**src/rtl/hack_pkg.sv**
```systemverilog
// Shared widths and enums for the Hack memory blocks (RAM8 and the RAM64 built from it).
package hack_pkg;

    localparam int WORD_W      = 16;
    localparam int RAM8_DEPTH  = 8;
    localparam int RAM8_ADDR_W = 3;

    typedef logic [WORD_W-1:0]      word_t;
    typedef logic [RAM8_ADDR_W-1:0] ram8_addr_t;

    typedef enum logic [1:0] {
        IDLE = 2'd0,
        SEND = 2'd1,
        DONE = 2'd2
    } dump_state_e;

endpackage

```
**src/rtl/dmux8way.sv**
```systemverilog
// One-bit eight-way demultiplexer: routes in to the output chosen by sel, others stay 0.
import hack_pkg::*;

module dmux8way (
    input  logic                   in,
    input  logic [RAM8_ADDR_W-1:0] sel,
    output logic                   a,
    output logic                   b,
    output logic                   c,
    output logic                   d,
    output logic                   e,
    output logic                   f,
    output logic                   g,
    output logic                   h
);

    always_comb begin
        a = in && (sel == 3'd0);
        b = in && (sel == 3'd1);
        c = in && (sel == 3'd2);
        d = in && (sel == 3'd3);
        e = in && (sel == 3'd4);
        f = in && (sel == 3'd5);
        g = in && (sel == 3'd6);
        h = in && (sel == 3'd7);
    end

endmodule

```
**src/rtl/mux8way16.sv**
```systemverilog
// Eight-input 16-bit multiplexer, Hack style: sel=0 picks a, sel=7 picks h.
import hack_pkg::*;

module mux8way16 (
    input  logic [WORD_W-1:0]      a,
    input  logic [WORD_W-1:0]      b,
    input  logic [WORD_W-1:0]      c,
    input  logic [WORD_W-1:0]      d,
    input  logic [WORD_W-1:0]      e,
    input  logic [WORD_W-1:0]      f,
    input  logic [WORD_W-1:0]      g,
    input  logic [WORD_W-1:0]      h,
    input  logic [RAM8_ADDR_W-1:0] sel,
    output logic [WORD_W-1:0]      out
);

    always_comb begin
        out = a;
        case (sel)
            3'd0:    out = a;
            3'd1:    out = b;
            3'd2:    out = c;
            3'd3:    out = d;
            3'd4:    out = e;
            3'd5:    out = f;
            3'd6:    out = g;
            3'd7:    out = h;
            default: out = a;
        endcase
    end

endmodule

```
**src/rtl/ram8_16.sv**
```systemverilog
// Eight-word x 16-bit Hack RAM8 with a combinational read port and a
// valid/ready dump engine that streams word[0..7] from a holding register.
import hack_pkg::*;

module ram8_16 #(
    parameter int WIDTH = WORD_W,
    parameter int DEPTH = RAM8_DEPTH
) (
    input  logic                   clk,
    input  logic                   rst_n,
    input  logic [WIDTH-1:0]       in,
    input  logic                   load,
    input  logic [RAM8_ADDR_W-1:0] address,
    output logic [WIDTH-1:0]       out,
    input  logic                   dump_start,
    output logic                   dump_busy,
    output logic                   dump_valid,
    input  logic                   dump_ready,
    output logic [RAM8_ADDR_W-1:0] dump_addr,
    output logic [WIDTH-1:0]       dump_data,
    output logic                   dump_done
);

    logic [WIDTH-1:0] words_q [DEPTH];
    logic [WIDTH-1:0] words_d [DEPTH];
    logic [DEPTH-1:0] word_we;

    dump_state_e            state_q, state_d;
    logic [RAM8_ADDR_W-1:0] idx_q, idx_d;
    logic [WIDTH-1:0]       data_q, data_d;
    logic                   valid_q, valid_d;
    logic                   busy_q, busy_d;
    logic                   done_q, done_d;

    logic [RAM8_ADDR_W-1:0] next_idx;
    logic [WIDTH-1:0]       capture_word;

    dmux8way u_we_decode (
        .in  (load),
        .sel (address),
        .a   (word_we[0]),
        .b   (word_we[1]),
        .c   (word_we[2]),
        .d   (word_we[3]),
        .e   (word_we[4]),
        .f   (word_we[5]),
        .g   (word_we[6]),
        .h   (word_we[7])
    );

    always_comb begin
        for (int i = 0; i < DEPTH; i++) begin
            words_d[i] = word_we[i] ? in : words_q[i];
        end
    end

    mux8way16 u_read_mux (
        .a   (words_q[0]),
        .b   (words_q[1]),
        .c   (words_q[2]),
        .d   (words_q[3]),
        .e   (words_q[4]),
        .f   (words_q[5]),
        .g   (words_q[6]),
        .h   (words_q[7]),
        .sel (address),
        .out (out)
    );

    // The capture mux reads words_q, so a same-edge write is never seen by the held word.
    assign next_idx = (state_q == SEND) ? idx_q + 3'd1 : 3'd0;

    mux8way16 u_capture_mux (
        .a   (words_q[0]),
        .b   (words_q[1]),
        .c   (words_q[2]),
        .d   (words_q[3]),
        .e   (words_q[4]),
        .f   (words_q[5]),
        .g   (words_q[6]),
        .h   (words_q[7]),
        .sel (next_idx),
        .out (capture_word)
    );

    always_comb begin
        state_d = state_q;
        idx_d   = idx_q;
        data_d  = data_q;
        valid_d = valid_q;
        busy_d  = busy_q;
        done_d  = 1'b0;
        case (state_q)
            IDLE: begin
                if (dump_start) begin
                    state_d = SEND;
                    idx_d   = 3'd0;
                    data_d  = capture_word;
                    valid_d = 1'b1;
                    busy_d  = 1'b1;
                end
            end
            SEND: begin
                if (dump_ready) begin
                    if (idx_q == 3'd7) begin
                        state_d = DONE;
                        valid_d = 1'b0;
                        done_d  = 1'b1;
                    end else begin
                        idx_d  = idx_q + 3'd1;
                        data_d = capture_word;
                    end
                end
            end
            DONE: begin
                state_d = IDLE;
                busy_d  = 1'b0;
            end
            default: begin
                state_d = IDLE;
                valid_d = 1'b0;
                busy_d  = 1'b0;
            end
        endcase
    end

    always_ff @(posedge clk or negedge rst_n) begin
        if (!rst_n) begin
            for (int i = 0; i < DEPTH; i++) begin
                words_q[i] <= '0;
            end
            state_q <= IDLE;
            idx_q   <= '0;
            data_q  <= '0;
            valid_q <= 1'b0;
            busy_q  <= 1'b0;
            done_q  <= 1'b0;
        end else begin
            for (int i = 0; i < DEPTH; i++) begin
                words_q[i] <= words_d[i];
            end
            state_q <= state_d;
            idx_q   <= idx_d;
            data_q  <= data_d;
            valid_q <= valid_d;
            busy_q  <= busy_d;
            done_q  <= done_d;
        end
    end

    assign dump_valid = valid_q;
    assign dump_busy  = busy_q;
    assign dump_done  = done_q;
    assign dump_addr  = idx_q;
    assign dump_data  = data_q;

endmodule

```
**config.mk**
```make
export PLATFORM = sky130hd
export DESIGN_NAME = ram8_16
export DESIGN_NICKNAME = d
export VERILOG_FILES = /design/src/rtl/hack_pkg.sv /design/src/rtl/dmux8way.sv /design/src/rtl/mux8way16.sv /design/src/rtl/ram8_16.sv
export SDC_FILE = /design/constraint.sdc
export NUM_CORES = 1
export LEC_CHECK = 0
export CAP_MARGIN = 20
export CORE_MARGIN = 5
export CORE_UTILIZATION = 44
export CTS_BUF_LIST = sky130_fd_sc_hd__clkbuf_8 sky130_fd_sc_hd__clkbuf_16
export CTS_CLUSTER_SIZE = 40
export DETAILED_ROUTE_END_ITERATION = 12
export PLACE_DENSITY_LB_ADDON = 0.12
export SLEW_MARGIN = 20
export SYNTH_ARGS = -nofsm -noshare
export SYNTH_HDL_FRONTEND = slang
export SYNTH_HIERARCHICAL = 1
export SYNTH_SLANG_ARGS = --single-unit
```
**constraint.sdc**
```tcl
create_clock -name clk -period 2 [get_ports clk]
set_input_delay 0.5 -clock clk [delete_from_list [all_inputs] [get_ports clk]]
set_output_delay 0.5 -clock clk [all_outputs]
set_load 0.02 [all_outputs]
```
; Word level (Yosys, flattened, before mapping)
; Index checks and enable logic that the tools add are counted.
[op_classes]
order_cmp = 0
n_eq_ne = 21
mux = 23
add_sub_neg = 1
n_div = 0
n_mul = 0
n_shift = 0
bitwise = 2
reduce_logical = 16
[op_table]
columns = op, n
row1 = 16-bit case mux with 8 select lines, 2
row2 = 16-bit 2-to-1 mux, 3
row3 = 16-bit case mux with 2 select lines, 1
row4 = 3-bit == test (second input constant), 9
row5 = 3-bit by 2-bit == test with 1-bit output (second input constant), 4
row6 = 3-bit 2-to-1 mux, 4
row7 = 1-bit logical AND, 8
row8 = 4-bit AND reduction, 2
row9 = 3-bit by 1-bit == test with 1-bit output (second input constant), 2
row10 = 3-bit zero test, 2
row11 = 1-bit 2-to-1 mux, 6
row12 = 2-bit 2-to-1 mux, 3
row13 = 2-bit inequality test (second input constant), 3
row14 = 3-bit case mux with 2 select lines, 1
row15 = 2-bit case mux with 2 select lines, 1
row16 = 3-bit by 1-bit adder with 3-bit output (second input constant), 1
row17 = 1-bit case mux with 3 select lines, 1
row18 = 3-bit AND reduction, 1
row19 = 2-bit by 1-bit == test with 1-bit output (second input constant), 1
row20 = 2-bit == test (second input constant), 1
row21 = 2-bit zero test, 1
row22 = 2-bit by 1-bit inequality test with 1-bit output (second input constant), 1
row23 = 1-bit NOT, 2
row24 = 1-bit case mux with 2 select lines, 1
row25 = 2 further kinds, 2
[totals]
regBits = 152
memories = 0
input_bits = 24
output_inout_bits = 38
romBits = 0
mem_bits_rw = 0
latchBits = 0
elab_cells = 77

; Logic depth before layout (Yosys ltp)
[logic_depth]
word_depth = 7
depth_mapped = 9
ltp_nobuf = 8

; By module
; Netlist, hierarchy kept.
[modules_own_cells]
columns = mod, seq_area_each_um2, cells_per_inst, area_per_inst_um2, n_inst
row1 = ram8_16, 3803.6, 336, 5725.5, 1
row2 = mux8way16, 0.0, 177, 1114.8, 2
row3 = dmux8way, 0.0, 8, 95.1, 1

; Least setup slack after synthesis
; OpenSTA, ideal clock, no wires.
[synth_path]
path_type = register to register
startpoint = register idx_q[0] (netlist: dump_addr[0])
endpoint = register data_q[13] (netlist: dump_data[13])
slack_ns = -0.249
synth_period_minus_slack_ns = 2.249
stages_incl_launch_ff = 10
n_path_buf = 2
required_ns = 1.875
t_arrival_ns = 2.124
setup_time_ns = 0.125
path_cell_list = dfrtp_1 -> ha_1 -> ha_1 -> and2_1 -> or3_1 -> buf_6 -> buf_6 -> nor2_1 -> a31oi_1 -> mux2_4
[synth_via]
elab_chain_len = 7
word_cells_on_any_way = 18
cone_classes = add/sub (1) / eq/ne (9) / mux (6) / reduce/logical (2)
[synth_lines]
columns = item, line
row1 = from (decl), ram8_16.sv:29  ; logic [RAM8_ADDR_W-1:0] idx_q, idx_d;
row2 = from (signal assigned), ram8_16.sv:143  ; idx_q <= idx_d;
row3 = 3-bit by 1-bit adder with 3-bit output (*), ram8_16.sv:71  ; assign next_idx = (state_q == SEND) ? idx_q + 3'd1 : 3'd0;
row4 = 3-bit 2-to-1 mux (*), ram8_16.sv:71
row5 = "3-bit == test, or another cell as far along", mux8way16.sv:19  ; case (sel)
row6 = 16-bit case mux with 8 select lines (*), mux8way16.sv:19
row7 = named net capture_word[13], ram8_16.sv:36  ; logic [WIDTH-1:0] capture_word;
row8 = 16-bit 2-to-1 mux, ram8_16.sv:105  ; if (idx_q == 3'd7) begin
row9 = 16-bit 2-to-1 mux, ram8_16.sv:104  ; if (dump_ready) begin
row10 = 16-bit case mux with 2 select lines (*), ram8_16.sv:93  ; case (state_q)
row11 = to (signal assigned), ram8_16.sv:144  ; data_q <= data_d;
row12 = to (decl), ram8_16.sv:30  ; logic [WIDTH-1:0] data_q, data_d;
; The timed path passes the listed nets; every way through them passes the cells marked *. The select of a mux whose other input is x is not followed.
; A chain may end at the register's enable or synchronous reset.

; Worst setup path in the final report
[layout_path]
startpoint = input port address[0]
endpoint = output port out[12]
[layout_via]
elab_chain_len = 2
word_cells_on_any_way = 9
cone_classes = eq/ne (7) / mux (1) / reduce/logical (1)
[layout_lines]
columns = item, line
row1 = from (decl), ram8_16.sv:13  ; input logic [RAM8_ADDR_W-1:0] address,
row2 = "3-bit == test, or another cell as far along", mux8way16.sv:19
row3 = 16-bit case mux with 8 select lines (*), mux8way16.sv:19
row4 = to (decl), ram8_16.sv:14  ; output logic [WIDTH-1:0] out,
; Mark *: on every way between the ends. The rest lies on a longest branch, timed or not.

==> summary.md <==
| Metric | Value |
|---|---|
| Initial DRC Count | `382` |
| Reg2reg start | `dump_addr[0]` |
| Worst hold path class | `in -> async` |
| Status | `finished with violations` |
| Worst Path Arrival | `1.74 ns` |
| Register area share after synthesis | `47.2%` |
| Worst slew pin tran | `0.525 ns` |
| IO Count | `62` |
| Number of enable flip-flop cells after synthesis | `0` |
| Failing checks | `setup timing` |
| Total Wirelength | `24,900 um` |
| Worst-path clk slew | `0.06 ns` |
| Cells after DPL | `1,050` |
| Commonest non-fill, non-tap cell in the layout | `dfrtp_1` |
| Place WS | `-1.05 ns` |
| Initial Util | `44.8%` |
| Synthesized area | `8050 um2` |
| Final hold violation count | `0` |
| Crit path max fanout | `8` |
| Worst Skew | `0.00730 ns` |
| Post-synth ARST share | `100%` |
| TNS Setup | `-4.80 ns` |
| Max Freq | `447 MHz` |
| YS warnings | `6` |
| Final setup fails | `32` |
| Routability cong. | `0.865` |
| CP endpoint kind | `primary output` |
| Placeable Area | `18,000 um2` |
| Antenna Cells | `0` |
| GRT Util Overall | `roughly 23%` |
| Pleak | `between 0.004 and 0.005 uW` |
| Post-synth top area share | `a little under half` |
| Critical path class | `in -> out` |
| Prevailing post-synth register cell | `dfrtp_1` |
| Row count | `49` |
| Vias in the first global route | `between 6,000 and 7,000` |
| Critical Path Source | `address[0]` |
| Peak supply drop | `1190 uV` |
| HPWL after DPL | `16,700 um` |
| Largest cells by area after synthesis | `dfrtp_1, mux2_2, a22oi_1` |
| Max-slew violations | `0` |
| Syn avg cell area | `11.5 um2` |
| Netlist cell types | `42` |
| Instance count of the mapped netlist | `698` |
| Routed via count | `6,417` |
| ANT nets after route | `0` |
| Area Growth Syn to Fin | `38.5%` |
| Clk Latency, worst-skew pair | `0.41 ns` |
| CTS Sinks | `approximately 150` |
| Die outline height | `approximately 150 um` |
| RSZ-0062 raised after global routing | `yes` |
| Setup ws final | `-0.237 ns` |
| WP data required | `roughly 1.5 ns` |
| Fin crit period | `2.24 ns` |
| Synthesized Nets | `724` |
| Headroom to the max-slew limit | `65.0%` |
| Ratio of cells with drive above 1 in the final layout | `51.0%` |
| Hold_buf cts | `0` |
| Initial antenna violation count | `0` |
| Wirelength per Cell | `roughly 23 um` |
| DRC Markers | `0` |
| Worst hold margin | `between 0.02 and 0.03 ns` |
| DIE WIDTH | `145 um` |
| First-pass GRT wire length | `38,500 um` |
| Register bit count reported by yosys | `roughly 150` |
| Power Dens Cells | `1580 nW/um2` |
| Commonest cells after routing, fill and taps aside | `dfrtp_1, mux2_2, buf_4, clkdlybuf4s50_1` |
| Final cell count without fillers | `~1,100` |
| Routed vias/inst | `5.87` |
| Die ar. | `21,100 um2` |
| Final #Nets | `881` |
| Grt ovf | `0` |
| MaxCap Viol Count | `0` |
| TritonRoute pass-1 iters | `5` |
| Final period util | `112%` |
| Num CTS Buffers | `17` |
| H-tree lvl count | `4` |
| Port Buffer Count | `a little over 60` |
| Startpoint Class | `input pin` |
| Cell accounting for the most synthesized area | `dfrtp_1` |
| Pin count of the biggest net entering global routing | `49` |
| CTS tree | `done` |
| CTS Root Cell | `clkbuf_16` |
| Clock buffer depth | `2` |
## power by group
| group | leakage, uW | switching, uW | total [uW] | internal (uW) |
|---|---|---|---|---|
| Sequential | 0.00183 | 682 | 4590 | 3910 |
| Combinational | 0.00255 | 4790 | 9820 | 5030 |
| Clock | 0.000302 | 1210 | 3260 | 2050 |
| Total | 0.00468 | 6680 | 17700 | 11000 |
## metal layers
| layer | global-route usage [%] | up-vias | wire, um |
|---|---|---|---|
| met3 | 5.49 | 29 | 1270 |
| met2 | 37.4 | 204 | 12100 |
| li1 | - | 2865 | - |
| met1 | 31.7 | 3319 | 11100 |
| met4 | 5.69 | 0 | 392 |
| met5 | 0 | - | 0 |
## synthesized netlist by cell type, types with 4 or more instances
cell type,number
a21oi_1,26
a221oi_1,6
a22o_1,8
a22oi_1,46
a31oi_1,24
and2_1,4
buf_1,6
buf_2,14
buf_4,8
buf_6,12
clkbuf_1,12
dfrtp_1,152
inv_1,8
mux2_2,139
mux2_4,10
mux2i_1,30
nand2_1,31
nand2b_1,30
nand3_1,23
nor2_1,42
nor2b_1,4
nor2b_4,4
nor3_1,5
o21ai_0,27
## path summary, 6_finish.rpt
path                                     end  slack, ns  cells after the start
worst max-delay path                 out[12]      -0.24                      8
worst min-delay path               dump_done       0.03                      1
worst max register to register  dump_data[3]      -0.17                      8
worst min register to register     dump_busy       0.50                      2
max in group asynchronous       words_q[105]       1.34                      2
min in group clk                   dump_busy       0.50                      2
## critical path, cell delays in order
cell and delay (ns):
buf_8 0.10, buf_12 0.12, buf_4 0.16, nand2b_1 0.16, a221oi_2 0.28, a21oi_2 0.07, a21oi_2 0.19, buf_6 0.14
## logic make-up after synthesis
family,count (synthesis),synth area share (%)
buf+inv,61,4.76
flops,152,47.2
mux,179,25.0
fa+ha+maj,2,0.311
simple gates,163,11.1
compound gates,141,11.5
## registers in the layout, summed over array words and instances, names as in the netlist
| signal | count |
|---|---|
| words_q | 128 |
| dump_data | 16 |
| dump_valid | 1 |
| dump_addr | 3 |
| dump_busy | 1 |
| state_q | 2 |
| dump_done | 1 |
## through the flow
| step | total power [uW] | instance area, um2 | utilization (%) |
|---|---|---|---|
| finish | 17700 | 11200 | 62.1 |
| global route | 18600 | 11200 | 62.1 |
| CTS | 16800 | 10800 | 60.0 |
| detailed placement | 12700 | 9770 | 54.4 |
| global placement | 12600 | 9770 | 54.4 |
| floorplan | 9460 | 8150 | - |
## final cells by class
class,count,area (um2)
timing repair buffer,190,1920
inverter,8,30.0
tap,229,287
multi-input combinational,486,4510
sequential,152,3810
fill,1392,6810
clock buffer,17,425
clock inverter,12,164
## repair_timing
item	in CTS	in global routing
gates cloned	2	2
resized for setup	192	59
buffers inserted	7	5
pin swaps	13	13
endpoints found under the hold margin	0	0
endpoints found under the setup margin	52	32
(Power assumes the default switching activity.)
